==> src/rtl/exc_sequencer_pkg.sv <==
// Shared encodings for the CP0 exception sequencer: CP0 BEGIN/END control
// codes, MIPS ExcCode values and the sequencer state type.
package exc_sequencer_pkg;

  typedef enum logic [1:0] {
    CTRL_NONE  = 2'b00,
    CTRL_BEGIN = 2'b01,
    CTRL_END   = 2'b10
  } ext_ctrl_e;

  typedef enum logic [1:0] {
    S_IDLE,
    S_ENTER,
    S_LEAVE,
    S_DRAIN
  } state_e;

  localparam logic [4:0] EXC_INT  = 5'd0;
  localparam logic [4:0] EXC_ADEL = 5'd4;
  localparam logic [4:0] EXC_ADES = 5'd5;
  localparam logic [4:0] EXC_RI   = 5'd10;
  localparam logic [4:0] EXC_OV   = 5'd12;

endpackage

==> src/rtl/exc_sequencer.sv <==
// Picks one exception/interrupt/ERET event per cycle from the M stage, drives
// CP0 BEGIN/END, flushes and redirects the pipeline, then holds until drained.
module exc_sequencer
  import exc_sequencer_pkg::*;
#(
  parameter logic [31:0] HANDLER_PC   = 32'h0000_4180,
  parameter int unsigned DRAIN_CYCLES = 3
) (
  input  logic        clk,
  input  logic        reset,
  input  logic        m_valid,
  input  logic [31:0] m_pc,
  input  logic        m_bd,
  input  logic        m_exc,
  input  logic [4:0]  m_exc_code,
  input  logic        m_eret,
  input  logic        int_req,
  input  logic [31:0] epc,
  output logic [1:0]  ext_int_control,
  output logic [4:0]  ext_code,
  output logic        bd_op,
  output logic [31:0] cp0_pc,
  output logic        flush,
  output logic        redirect,
  output logic [31:0] redirect_pc,
  output logic        busy
);

  localparam logic [3:0] DRAIN_LOAD = 4'(DRAIN_CYCLES - 1);

  state_e      state_q, state_d;
  logic [3:0]  drain_q, drain_d;
  ext_ctrl_e   ctrl_q, ctrl_d;
  logic [4:0]  code_q, code_d;
  logic        bd_q, bd_d;
  logic [31:0] cp0_pc_q, cp0_pc_d;
  logic        flush_q, flush_d;
  logic        redirect_q, redirect_d;
  logic [31:0] redirect_pc_q, redirect_pc_d;
  logic        busy_q, busy_d;

  // NOTE: every signal is given a default before the case so no path leaves
  // one unassigned, which would otherwise infer a latch.
  always_comb begin
    state_d       = state_q;
    drain_d       = drain_q;
    ctrl_d        = CTRL_NONE;
    code_d        = code_q;
    bd_d          = bd_q;
    cp0_pc_d      = cp0_pc_q;
    flush_d       = 1'b0;
    redirect_d    = 1'b0;
    redirect_pc_d = redirect_pc_q;

    unique case (state_q)
      S_IDLE: begin
        // Synchronous exception outranks the interrupt; both outrank ERET.
        if (m_valid && (m_exc || int_req)) begin
          state_d       = S_ENTER;
          ctrl_d        = CTRL_BEGIN;
          code_d        = m_exc ? m_exc_code : EXC_INT;
          bd_d          = m_bd;
          cp0_pc_d      = m_pc;
          flush_d       = 1'b1;
          redirect_d    = 1'b1;
          redirect_pc_d = HANDLER_PC;
        end else if (m_valid && m_eret) begin
          state_d       = S_LEAVE;
          ctrl_d        = CTRL_END;
          flush_d       = 1'b1;
          redirect_d    = 1'b1;
          redirect_pc_d = epc & 32'hFFFF_FFFC;
        end
      end
      S_ENTER, S_LEAVE: begin
        state_d = S_DRAIN;
        drain_d = DRAIN_LOAD;
        flush_d = 1'b1;
      end
      S_DRAIN: begin
        // M-stage inputs belong to flushed instructions here and are ignored.
        if (drain_q == 4'd0) begin
          state_d = S_IDLE;
        end else begin
          drain_d = drain_q - 4'd1;
          flush_d = 1'b1;
        end
      end
      default: state_d = S_IDLE;
    endcase

    busy_d = (state_d != S_IDLE);
  end

  // NOTE: state registers use non-blocking assignments so every flop samples
  // the pre-edge values regardless of block ordering.
  always_ff @(posedge clk) begin
    if (reset) begin
      state_q       <= S_IDLE;
      drain_q       <= 4'd0;
      ctrl_q        <= CTRL_NONE;
      code_q        <= 5'd0;
      bd_q          <= 1'b0;
      cp0_pc_q      <= 32'd0;
      flush_q       <= 1'b0;
      redirect_q    <= 1'b0;
      redirect_pc_q <= 32'd0;
      busy_q        <= 1'b0;
    end else begin
      state_q       <= state_d;
      drain_q       <= drain_d;
      ctrl_q        <= ctrl_d;
      code_q        <= code_d;
      bd_q          <= bd_d;
      cp0_pc_q      <= cp0_pc_d;
      flush_q       <= flush_d;
      redirect_q    <= redirect_d;
      redirect_pc_q <= redirect_pc_d;
      busy_q        <= busy_d;
    end
  end

  assign ext_int_control = ctrl_q;
  assign ext_code        = code_q;
  assign bd_op           = bd_q;
  assign cp0_pc          = cp0_pc_q;
  assign flush           = flush_q;
  assign redirect        = redirect_q;
  assign redirect_pc     = redirect_pc_q;
  assign busy            = busy_q;

endmodule

==> config.mk <==
export PLATFORM = sky130hd
export DESIGN_NAME = exc_sequencer
export DESIGN_NICKNAME = d
export VERILOG_FILES = /design/src/rtl/exc_sequencer_pkg.sv /design/src/rtl/exc_sequencer.sv
export SDC_FILE = /design/constraint.sdc
export NUM_CORES = 1
export LEC_CHECK = 0
export CAP_MARGIN = 20
export CORE_MARGIN = 1.5
export CORE_UTILIZATION = 43
export DETAILED_ROUTE_END_ITERATION = 16
export HOLD_SLACK_MARGIN = 0.08
export PLACE_DENSITY_LB_ADDON = 0.08
export SLEW_MARGIN = 20
export SYNTH_ARGS = -nofsm -noshare
export SYNTH_HDL_FRONTEND = slang
export SYNTH_SLANG_ARGS = --single-unit
==> constraint.sdc <==
create_clock -name clk -period 3.7 [get_ports clk]
set_clock_uncertainty 0.1 [all_clocks]
set_input_delay 0.555 -clock clk [delete_from_list [all_inputs] [get_ports clk]]
set_output_delay 0.555 -clock clk [all_outputs]
set_load 0.03 [all_outputs]
# After elaboration in Yosys (flattened, before gate mapping)

Cells that the tools add are included.
Widths: inputs -> output; s select.

Add/subtract/negate cells: 1
Eq/ne operators: 4
Muxes and demuxes: 15
Bitwise gates (word level): 1
Reduce and logical (&&, ||, !) cells: 14

Operator list:

| cell                | number |
|---|---|
| $mux 32             | 2 |
| $mux 2              | 4 |
| $pmux 4 s2          | 1 |
| $pmux 2 s3          | 1 |
| $reduce_and 2->1    | 3 |
| $reduce_bool 2->1   | 3 |
| $mux 5              | 1 |
| $eq 2x2->1 const B  | 2 |
| $logic_not 4->1     | 1 |
| $mux 1              | 4 |
| $mux 4              | 1 |
| $reduce_or 2->1     | 2 |
| $sub 4x1->4 const B | 1 |
| $pmux 1 s3          | 1 |
| $reduce_or 3->1     | 1 |
| $eq 2x1->1 const B  | 1 |
| $logic_and 1x1->1   | 2 |
| $logic_not 2->1     | 1 |
| $ne 2x2->1 const B  | 1 |
| $logic_or 1x1->1    | 1 |
| $not 1->1           | 1 |

Flip-flop bits (word level): 81
Input bits: 76
Logic and storage cells: 46

# Depth between registers and ports, before layout

Gate-level depths: netlist of the first run.

Depth after elaboration: 5
Mapped depth: 7
Depth with buffers taken out: 5

# Worst setup path after synthesis of the first run

OpenSTA, ideal clock, no wires.

Path type: flip-flop to flip-flop
Start point: reg drain_q[0]
End point: reg drain_q[3]
Data arrival time: 1.400 ns
Setup slack: 2.076 ns
Stages on the path, launching flop included: 7
Buffers on the path: 1
Path through: dfxtp_1 -> inv_1 -> ha_1 -> or3b_1 -> buf_6 -> nand3_1 -> mux2_1

Cells in the longest elaborated chain, start to end: 3
Elaborated cells between the ends (all ways): 6

RTL lines:

| item                                           | line                                     | source |
|---|---|---|
| start, declared                                | exc_sequencer.sv:32                      | `logic [3:0] drain_q, drain_d;` |
| start signal, assigned                         | exc_sequencer.sv:111                     | `drain_q <= drain_d;` |
| $sub 4x1->4 or $logic_not 4->1 (tied branches) | exc_sequencer.sv:85, exc_sequencer.sv:82 |  |
| $mux 4 or $ne 2x2->1 (tied branches)           | --                                       |  |
| $pmux 4 s2 or $reduce_and 2->1 (tied branches) | --                                       |  |

Parallel ways exist; a longest one is shown, timed or not. The select of a mux whose other input is x is not followed.
A chain may end at the register's enable or synchronous reset.

# Worst setup path after layout of the first run

Start point: in m_exc
End point: reg redirect_pc_q[7], in the netlist redirect_pc[7]

Cells in the longest elaborated chain, start to end: 4
Elaborated cells between the ends (all ways): 5

RTL lines:

| item                               | line                 | source |
|---|---|---|
| start, declared                    | exc_sequencer.sv:14  | `input logic m_exc,` |
| $logic_or 1x1->1 *                 | exc_sequencer.sv:58  | `if (m_valid && (m_exc \|\| int_req)) begin` |
| $logic_and 1x1->1 *                | exc_sequencer.sv:58  |  |
| $reduce_bool 2->1 (no source line) | --                   |  |
| $reduce_and 2->1 (no source line)  | --                   |  |
| end signal, assigned               | exc_sequencer.sv:118 | `redirect_pc_q <= redirect_pc_d;` |
| end, declared                      | exc_sequencer.sv:39  | `logic [31:0] redirect_pc_q, redirect_pc_d;` |

Every way passes the cells marked *; elsewhere a longest branch is shown, timed or not.

==> impl_metrics.py, run 1 <==
metrics = {
    "pwr": {
        "p_sw_share_pct": 35.6,
        "intPower_mw": 1.73,
        "power_density_mw_per_mm2": 578,
        "combPwrFrac_pct": 36.7,
        "vdd_drop_max_uv": 343,
        "seqPwrFrac_pct": 37.7,
        "p_leak_nw": 1.69,
        "clockPowerShare_pct": 25.6,
        "power.switching_uw": 956,
    },
    "global_route": {
        "grt_max_degree": 52,
        "overflow": 0,
        "antenna_found_initial": 0,
        "grt_pass1_wl_um": 12300,
        "grt_pass1_vias": 2637,
        "grt.total_usage_pct": 20.8,
    },
    "sta": {
        "slew_headroom_pct": 28.0,
        "hold_viol": 0,
        "finalCriticalPeriod_ns": 2.64,
        "period_share_pct": 71.3,
        "worst_slew_pin_slew_ns": 1.08,
        "grt_setup_unrepaired": "false",
        "setup_tns_ns": 0,
        "fmax_mhz": 379,
        "report.final.setup_viol": 0,
        "fin_ws_ns": 1.06,
        "slew_viol_final": 0,
    },
    "routing": {
        "avgRoutedWirePerCell_um": 14.4,
        "vias_per_cell": 5.17,
        "drtIter0Drc": 91,
        "first_pass_iters": 4,
        "totalWireLength_um": 7990,
        "ant_nets": 0,
        "vias": 2859,
        "drc_errors": 0,
    },
    "placement": {
        "pre_cts_ws_ns": 0.700,
        "gp_congestion": 0.759,
        "dpl_cell_area_mm2": 0.00443,
        "dp_hpwl_um": 5440,
        "numPortBuffers": 146,
    },
    "clock_network": {
        "cts_max_level": 3,
        "cts_made_buffers": 9,
        "clkLatencyLatePin_ns": 0.34,
        "cts.path.max_buffers": 2,
        "cts-root-buf": "clkbuf_8",
        "cts_resized": 0,
        "cts.sinks": 79,
        "holdBufCountCts": 0,
        "clk_pin_slew_ns": 0.08,
        "post-cts-setup-buffer-count": 0,
        "tritoncts": "done",
    },
    "logic_synthesis": {
        "syn_inst": 335,
        "synth_edf_count": 0,
        "synthArstFlopShare_pct": 0,
        "syn-mean-instance-area_um2": 8.94,
        "yosysTopAreaCellShare_pct": 52.8,
        "synth_area_mm2": 0.00299,
        "synth_cell_type_count": 38,
        "ys.flop_type": "dfxtp_1",
        "yosys_warnings": 0,
        "ys_seq_area_share_pct": 52.8,
        "ys_ff_latch": 79,
        "synth_largest_area_cell": "dfxtp_1",
        "synth.area.top_cells": "dfxtp_1, nand2_1, a32oi_1",
    },
    "critical_path": {
        "max_stage_delay_ns": 1.11,
        "worstPathRequired_ns": 3.77,
        "crit_chain": "clkdlybuf4s50_1 > and4bb_1 > and2_1 > a221oi_1",
        "start_kind": "input pin",
        "cp_data_arrival_time_ns": 2.71,
        "cp_slowest_cell": "and4bb_1",
        "critical_path_class": "in2reg",
        "cp_max_fo": 29,
        "end_kind": "flop",
    },
    "layout": {
        "final_common_cell": "clkdlybuf4s50_1",
        "drive_gt1_share_pct": 5.50,
        "fin_area_mm2": 0.00465,
        "area_delta_synth_final_pct": 55.2,
        "antenna_cells": 0,
        "finalNetCount": 548,
        "layout_common_cells": "clkdlybuf4s50_1, dfxtp_1, nand2_1, a21oi_1, nor2_1",
    },
    "die": {
        "ios": 151,
        "dieHeight_um": 86.4,
        "dieArea_mm2": 0.00747,
        "chipWidth_um": 86.4,
        "rows": 30,
        "core_mm2": 0.00676,
        "initial_utilization_pct": 44.3,
    },
    "run": {
        "drv_cap": 0,
    },
    "worst_hold_path": {
        "hp-class": "reg2reg",
    },
    "status": {
        "status": "complete, no violations",
    },
}
[power by group through the flow]
stage	Combinational, mW	Sequential [mW]	Clock, mW
after floorplan	0.456	1.21	0
after global placement	0.975	1.03	0
after detailed placement	0.986	1.03	0
after CTS	0.992	1.01	0.706
after global routing	1.07	1.03	0.738
final	0.987	1.01	0.688
[flip-flops by register name, summed over array words and instances (netlist names)]
register         flops
drain_q              4
ext_int_control      2
flush                1
redirect             1
redirect_pc         30
cp0_pc              32
state_q              2
ext_code             5
busy                 1
bd_op                1
[Yosys cell counts, types with 2 or more instances]
| cell type | count |
|---|---|
| nor2b_1 | 2 |
| a21oi_1 | 39 |
| ha_1 | 4 |
| clkbuf_1 | 14 |
| nand2_1 | 72 |
| nor3_1 | 3 |
| o31ai_1 | 2 |
| a32oi_1 | 27 |
| and2_1 | 3 |
| nand4b_1 | 2 |
| inv_1 | 10 |
| a221oi_1 | 3 |
| buf_4 | 5 |
| nand3_1 | 7 |
| a211o_1 | 2 |
| buf_2 | 8 |
| buf_6 | 4 |
| nor2_1 | 30 |
| dfxtp_1 | 79 |
[cell type report]
cell class	instances	area [µm²]
timing repair buffer	152	1500
clock buffer	11	131
inverter	10	37.5
fill	555	2110
multi-input combinational	216	1210
clock inverter	5	81.3
tap	80	100
sequential	79	1580
[metal layers]
layer	routed length [µm]	track usage, %	vias to the layer above
li1	-	-	1421
met1	3430	24.8	1312
met2	3740	34.4	113
met3	689	7.33	13
met4	131	8.06	0
met5	0	0	-
[per-stage QoR]
step / power [mW] / hold WS, ns / utilization (%) / std cells
global route: 2.84 / 0.373 / 68.8 / 553
floorplan: 1.66 / 0.381 / - / 336
finish: 2.69 / 0.353 / 68.8 / 553
detailed placement: 2.02 / 0.345 / 65.6 / 537
global placement: 2.00 / 0.337 / 65.6 / 537
CTS: 2.71 / 0.355 / 68.8 / 553
[worst paths after layout]
kind	endpoint	from	cells after the start	slack, ns
min	ext_code[3]	ext_code[3]	2	0.35
min reg2reg	ext_code[3]	ext_code[3]	2	0.35
max reg2reg	cp0_pc[16]	state_q[0]	7	1.43
max	redirect_pc[7]	m_exc	4	1.06
[critical path, delay by kind of cell]
| family | cells | cell delay (ns) |
|---|---|---|
| AO/OA/AOI/OAI | 1 | 0.09 |
| AND/OR/NAND/NOR | 2 | 1.41 |
| buffers and inverters | 1 | 0.65 |
[kinds of logic (layout without fill, tap and decap cells)]
group | after synthesis | in the layout | synth area share [%]
buffers and inverters | 41 | 178 | 7.10
multiplexers | 1 | 1 | 0.376
AND/OR/NAND/NOR | 123 | 123 | 17.3
adder cells (fa/ha/maj) | 4 | 4 | 1.67
other | 1 | 2 | 0.125
flip-flops | 79 | 79 | 52.8
AO/OA/AOI/OAI | 86 | 86 | 20.6
Power figures use the tool's default switching activity.
==> run 2: changes to the inputs <==
--- a/config.mk
+++ b/config.mk
@@ -7,7 +7,7 @@
 export LEC_CHECK = 0
 export CAP_MARGIN = 20
 export CORE_MARGIN = 1.5
-export CORE_UTILIZATION = 43
+export CORE_UTILIZATION = 36
 export DETAILED_ROUTE_END_ITERATION = 16
 export HOLD_SLACK_MARGIN = 0.08
 export PLACE_DENSITY_LB_ADDON = 0.08
==> constraint.sdc (replaced) <==
create_clock -name clk -period 2.2 [get_ports clk]
set_clock_uncertainty 0.1 [all_clocks]
set_input_delay 0.33 -clock clk [delete_from_list [all_inputs] [get_ports clk]]
set_output_delay 0.33 -clock clk [all_outputs]
set_load 0.03 [all_outputs]
==> run 2 against run 1 <==
Net effect: final area increased by 2.8%; critical path depth decreased by 3; first-iteration DRC count increased by 7.7%; largest power group is now combinational cells; clock-buffer cell count decreased by 1; sequential cell count unchanged; largest cell class unchanged; worst setup slack got worse by 0.66 ns.
==> impl_metrics.py, run 2 (same netlist as run 1, synthesis figures left out) <==
metrics = {
    "critical_path": {
        "cp_max_fo": 2,
        "start_kind": "flop",
        "crit_chain": "clkdlybuf4s50_1",
        "worstPathRequired_ns": 1.77,
        "cp_slowest_cell": "clkdlybuf4s50_1",
        "cp_num_buf_inv": 1,
        "critPathTopFamily": "buffers and inverters",
        "end_kind": "output port",
        "max_stage_delay_ns": 0.70,
        "critical_path_class": "reg2out",
        "cp_data_arrival_time_ns": 1.37,
    },
    "clock_network": {
        "cts_max_level": 3,
        "cts_made_buffers": 9,
        "cts.path.max_buffers": 2,
        "clk_pin_slew_ns": 0.08,
        "cts_resized": 0,
        "clkLatencyLatePin_ns": 0.33,
        "post-cts-setup-buffer-count": 0,
        "tritoncts": "done",
        "holdBufCountCts": 0,
        "cts-root-buf": "clkbuf_8",
        "cts.sinks": 79,
    },
    "global_route": {
        "overflow": 0,
        "grt_pass1_vias": 2745,
        "grt_pass1_wl_um": 12800,
        "grt.total_usage_pct": 18.3,
        "antenna_found_initial": 0,
        "grt_max_degree": 44,
    },
    "routing": {
        "ant_nets": 0,
        "totalWireLength_um": 8130,
        "vias_per_cell": 4.93,
        "first_pass_iters": 4,
        "drc_errors": 0,
        "vias": 2855,
        "drtIter0Drc": 98,
        "avgRoutedWirePerCell_um": 14.0,
    },
    "layout": {
        "drive_gt1_share_pct": 5.91,
        "largest_reg_flops": 32,
        "area_delta_synth_final_pct": 59.6,
        "layout_common_cells": "clkdlybuf4s50_1, dfxtp_1, nand2_1, a21oi_1, nor2_1",
        "final_common_cell": "clkdlybuf4s50_1",
        "antenna_cells": 0,
        "regArea_mm2": 0.00158,
        "fillers": 708,
        "finalNetCount": 550,
        "multi_input_area_mm2": 0.00121,
    },
    "sta": {
        "period_share_pct": 81.8,
        "fmax_mhz": 556,
        "setup_tns_ns": 0,
        "fin_ws_ns": 0.401,
        "hold_viol": 0,
        "finalCriticalPeriod_ns": 1.80,
        "grt_setup_unrepaired": "false",
        "finalHoldWorstSlack_ns": 0.344,
        "report.final.setup_viol": 0,
        "slew_viol_final": 0,
    },
    "die": {
        "dieHeight_um": 94.2,
        "ios": 151,
        "core_mm2": 0.00813,
        "initial_utilization_pct": 36.8,
        "rows": 33,
        "chipWidth_um": 94.2,
        "dieArea_mm2": 0.00887,
    },
    "pwr": {
        "power_density_mw_per_mm2": 979,
        "p_leak_nw": 1.73,
        "vdd_drop_max_uv": 539,
    },
    "run": {
        "drv_cap": 0,
    },
    "placement": {
        "dp_hpwl_um": 5460,
        "pre_cts_ws_ns": 0.260,
        "numPortBuffers": 146,
        "gp_congestion": 0.734,
    },
    "status": {
        "status": "complete, no violations",
    },
    "worst_hold_path": {
        "hp-class": "in2reg",
    },
}
-- run 2: cell type report --
cell class | instances | share of cell area (%)
Clock inverter | 5 | 2.25
Sequential cell | 79 | 33.1
Tap cell | 105 | 2.75
Clock buffer | 10 | 2.67
Inverter | 10 | 0.786
Timing Repair Buffer | 154 | 33.0
Multi-Input combinational cell | 216 | 25.4
-- run 2: worst register-to-register path: stages, from the launching register on --
cell     delay [ns]
dfxtp_1        0.42
inv_1          0.09
ha_1           0.31
nor2b_1        0.32
nor3b_1        0.09
mux2_1         0.30
-- run 2: final timing paths --
check,from,end,slack [ns],cells past startpoint
setup / recovery,cp0_pc[9],cp0_pc[9],0.40,1
hold / removal,reset,drain_q[0],0.34,2
setup reg to reg,state_q[1],drain_q[3],0.46,5
hold reg to reg,cp0_pc[25],cp0_pc[25],0.35,2
-- run 2: where the power goes --
part	internal (mW)	switching, mW	leakage (nW)	total [mW]
clock network	0.752	0.516	0.117	1.27
logic	0.705	1.00	0.972	1.71
registers	1.61	0.0918	0.643	1.70
total	3.07	1.61	1.73	4.68
-- run 2: metal layers --
layer	vias up	share of wire [%]	track usage [%]
li1	1429	-	-
met1	1325	44	22.1
met2	92	47	30.7
met3	9	7.5	5.18
met4	0	1.3	7.09
met5	-	0	0
-- run 2: through the flow --
stage	util [%]	cell area, µm²	total power, mW	std cells
6_report	58.7	4780	4.68	579
2_1_floorplan	-	3000	2.80	336
5_1_grt	58.7	4780	4.95	579
4_1_cts	58.7	4780	4.73	579
3_3_place_gp	55.9	4540	3.44	564
3_5_place_dp	55.9	4540	3.46	564
==> run 3: changes to the inputs <==
--- a/config.mk
+++ b/config.mk
@@ -7,7 +7,7 @@
 export LEC_CHECK = 0
 export CAP_MARGIN = 20
 export CORE_MARGIN = 1.5
-export CORE_UTILIZATION = 36
+export CORE_UTILIZATION = 40
 export DETAILED_ROUTE_END_ITERATION = 16
 export HOLD_SLACK_MARGIN = 0.08
 export PLACE_DENSITY_LB_ADDON = 0.08
==> constraint.sdc (replaced) <==
create_clock -name clk -period 1.8 [get_ports clk]
set_clock_uncertainty 0.1 [all_clocks]
set_input_delay 0.27 -clock clk [delete_from_list [all_inputs] [get_ports clk]]
set_output_delay 0.27 -clock clk [all_outputs]
set_load 0.03 [all_outputs]
==> run 3 against run 2 <==
Net effect: routed wire length is 3.1% lower; sequential cell count stayed put; hold slack worse by 0.094 ns; clock-buffer cell count is 1 lower; sequential share of layout area is 0.34 points lower; sequential power is 22% higher; register-to-register slack worse by 0.36 ns; utilization is 7.8 points higher; total power is 24% higher; largest cell class is now non-clock buffers; first-iteration DRC count is 42% higher.
==> impl_metrics.py, run 3 (same netlist as run 1, synthesis figures left out) <==
metrics = {
    "layout": {
        "area_delta_synth_final_pct": 61.3,
        "largest_reg_flops": 32,
        "fin_cells": 582,
        "final_common_cell": "clkdlybuf4s50_1",
        "layout_common_cells": "clkdlybuf4s50_1, dfxtp_1, nand2_1, a21oi_1, nor2_1",
        "drive_gt1_share_pct": 8.28,
        "antenna_cells": 0,
        "fillers": 633,
        "finalNetCount": 559,
    },
    "pwr": {
        "power.switching_mw": 1.97,
        "intPower_mw": 3.83,
        "p_leak_nw": 1.77,
        "p_total_mw": 5.80,
        "vdd_drop_max_uv": 661,
        "clockPowerShare_pct": 26.4,
        "seqPwrFrac_pct": 35.7,
        "p_sw_share_pct": 33.9,
        "combPwrFrac_pct": 37.9,
        "power_density_mw_per_mm2": 1200,
    },
    "placement": {
        "gp_congestion": 0.780,
        "pre_cts_ws_ns": -0.0403,
        "dp_cells": 567,
        "dp_hpwl_um": 5470,
        "numPortBuffers": 146,
    },
    "routing": {
        "first_pass_iters": 4,
        "ant_nets": 0,
        "drc_errors": 0,
        "drtIter0Drc": 139,
        "vias_per_cell": 4.95,
        "totalWireLength_um": 7880,
        "avgRoutedWirePerCell_um": 13.5,
        "vias": 2883,
    },
    "clock_network": {
        "clk_pin_slew_ns": 0.08,
        "clkLatencyLatePin_ns": 0.33,
        "cts_max_level": 3,
        "cts_made_buffers": 9,
        "cts.sinks": 79,
        "cts.path.max_buffers": 2,
        "tritoncts": "done",
        "cts-root-buf": "clkbuf_8",
    },
    "critical_path": {
        "end_kind": "output port",
        "r2r_cells": 5,
        "cp_data_arrival_time_ns": 1.36,
        "endpoint": "cp0_pc[2]",
        "max_stage_delay_ns": 0.69,
        "start_kind": "flop",
        "critical_path_class": "reg2out",
        "crit_start": "cp0_pc[2]",
        "worstPathRequired_ns": 1.43,
        "critPathTopFamily": "buffers and inverters",
        "crit_cells": 1,
        "cp_max_fo": 2,
        "reg2reg_slack_ns": 0.10,
        "cp_num_buf_inv": 1,
        "crit_chain": "clkdlybuf4s50_1",
        "r2r_end": "drain_q[3]",
        "timing.rr.start": "state_q[0]",
        "cp_slowest_cell": "clkdlybuf4s50_1",
    },
    "sta": {
        "fin_ws_ns": 0.0690,
        "fmax_mhz": 578,
        "report.final.setup_viol": 0,
        "slew_viol_final": 0,
        "hold_viol": 0,
        "grt_setup_unrepaired": "false",
        "period_share_pct": 96.2,
        "finalCriticalPeriod_ns": 1.73,
        "finalHoldWorstSlack_ns": 0.249,
    },
    "die": {
        "ios": 151,
        "rows": 31,
        "core_mm2": 0.00725,
        "initial_utilization_pct": 41.3,
        "dieHeight_um": 89.5,
        "dieArea_mm2": 0.00801,
        "chipWidth_um": 89.5,
    },
    "worst_hold_path": {
        "hp-class": "in2reg",
    },
    "status": {
        "status": "complete, no violations",
    },
    "global_route": {
        "grt_pass1_vias": 2481,
        "antenna_found_initial": 0,
        "grt_util_met2_pct": 29.5,
        "use_met1_pct": 23.2,
        "busiest_layer": "met2",
        "overflow": 0,
        "grt_pass1_wl_um": 11700,
        "grt_max_degree": 40,
        "grt_use_met3_pct": 7.29,
        "grt.total_usage_pct": 18.8,
    },
    "run": {
        "drv_cap": 0,
    },
}
## run 3: cell types whose count changed in the layout (fill, tap and decap cells not counted), sizes merged
cell,change
buf,+9
clkbuf,-1
inv,+1
## run 3: area by class of cell
type                    count  area [µm²]  area share (%)
clock buffers               9         124            2.57
clock inverters             6         109            2.25
inverters                  10        37.5           0.777
multi-input cells         216        1220            25.2
flip-flops and latches     79        1580            32.8
well taps                  99         124            2.57
repair buffers            163        1630            33.8
## run 3: worst min path at each step
stage	start	to	slack, ns	cells after the start
global route	reset	redirect_pc[20]	0.26	2
CTS	reset	redirect_pc[17]	0.24	2
floorplan	m_pc[10]	cp0_pc[10]	0.31	2
finish	reset	redirect_pc[17]	0.25	2
global placement	ext_code[1]	ext_code[1]	0.34	2
detailed placement	cp0_pc[21]	cp0_pc[21]	0.35	2
## run 3: per-layer routing
| layer | share of wire (%) | wire, µm |
|---|---|---|
| met3 | 10 | 805 |
| met2 | 45 | 3540 |
| met1 | 43 | 3400 |
| met4 | 1.6 | 129 |
| met5 | 0 | 0 |
## run 3: per-stage QoR
stage | utilization, % | TNS, ns | cell area [µm²]
6_report | 66.6 | 0 | 4830
5_1_grt | 66.6 | 0 | 4830
4_1_cts | 66.5 | 0 | 4820
3_5_place_dp | 63.3 | -0.358 | 4590
3_3_place_gp | 63.3 | 0 | 4590
2_1_floorplan | - | 0 | 3000
## run 3: power by group through the flow
stage | registers [mW] | clock network [mW] | logic [mW]
after CTS | 2.07 | 1.57 | 2.20
final | 2.07 | 1.53 | 2.20
after global placement | 2.10 | 0 | 2.17
after floorplan | 2.48 | 0 | 0.938
after global routing | 2.10 | 1.65 | 2.36
after detailed placement | 2.11 | 0 | 2.19
## run 3: timing repair
item	4_1_cts	5_1_grt
endpoints found under the setup margin	0	3
gates resized for setup	0	2
setup buffers	0	0
hold buffers	0	0
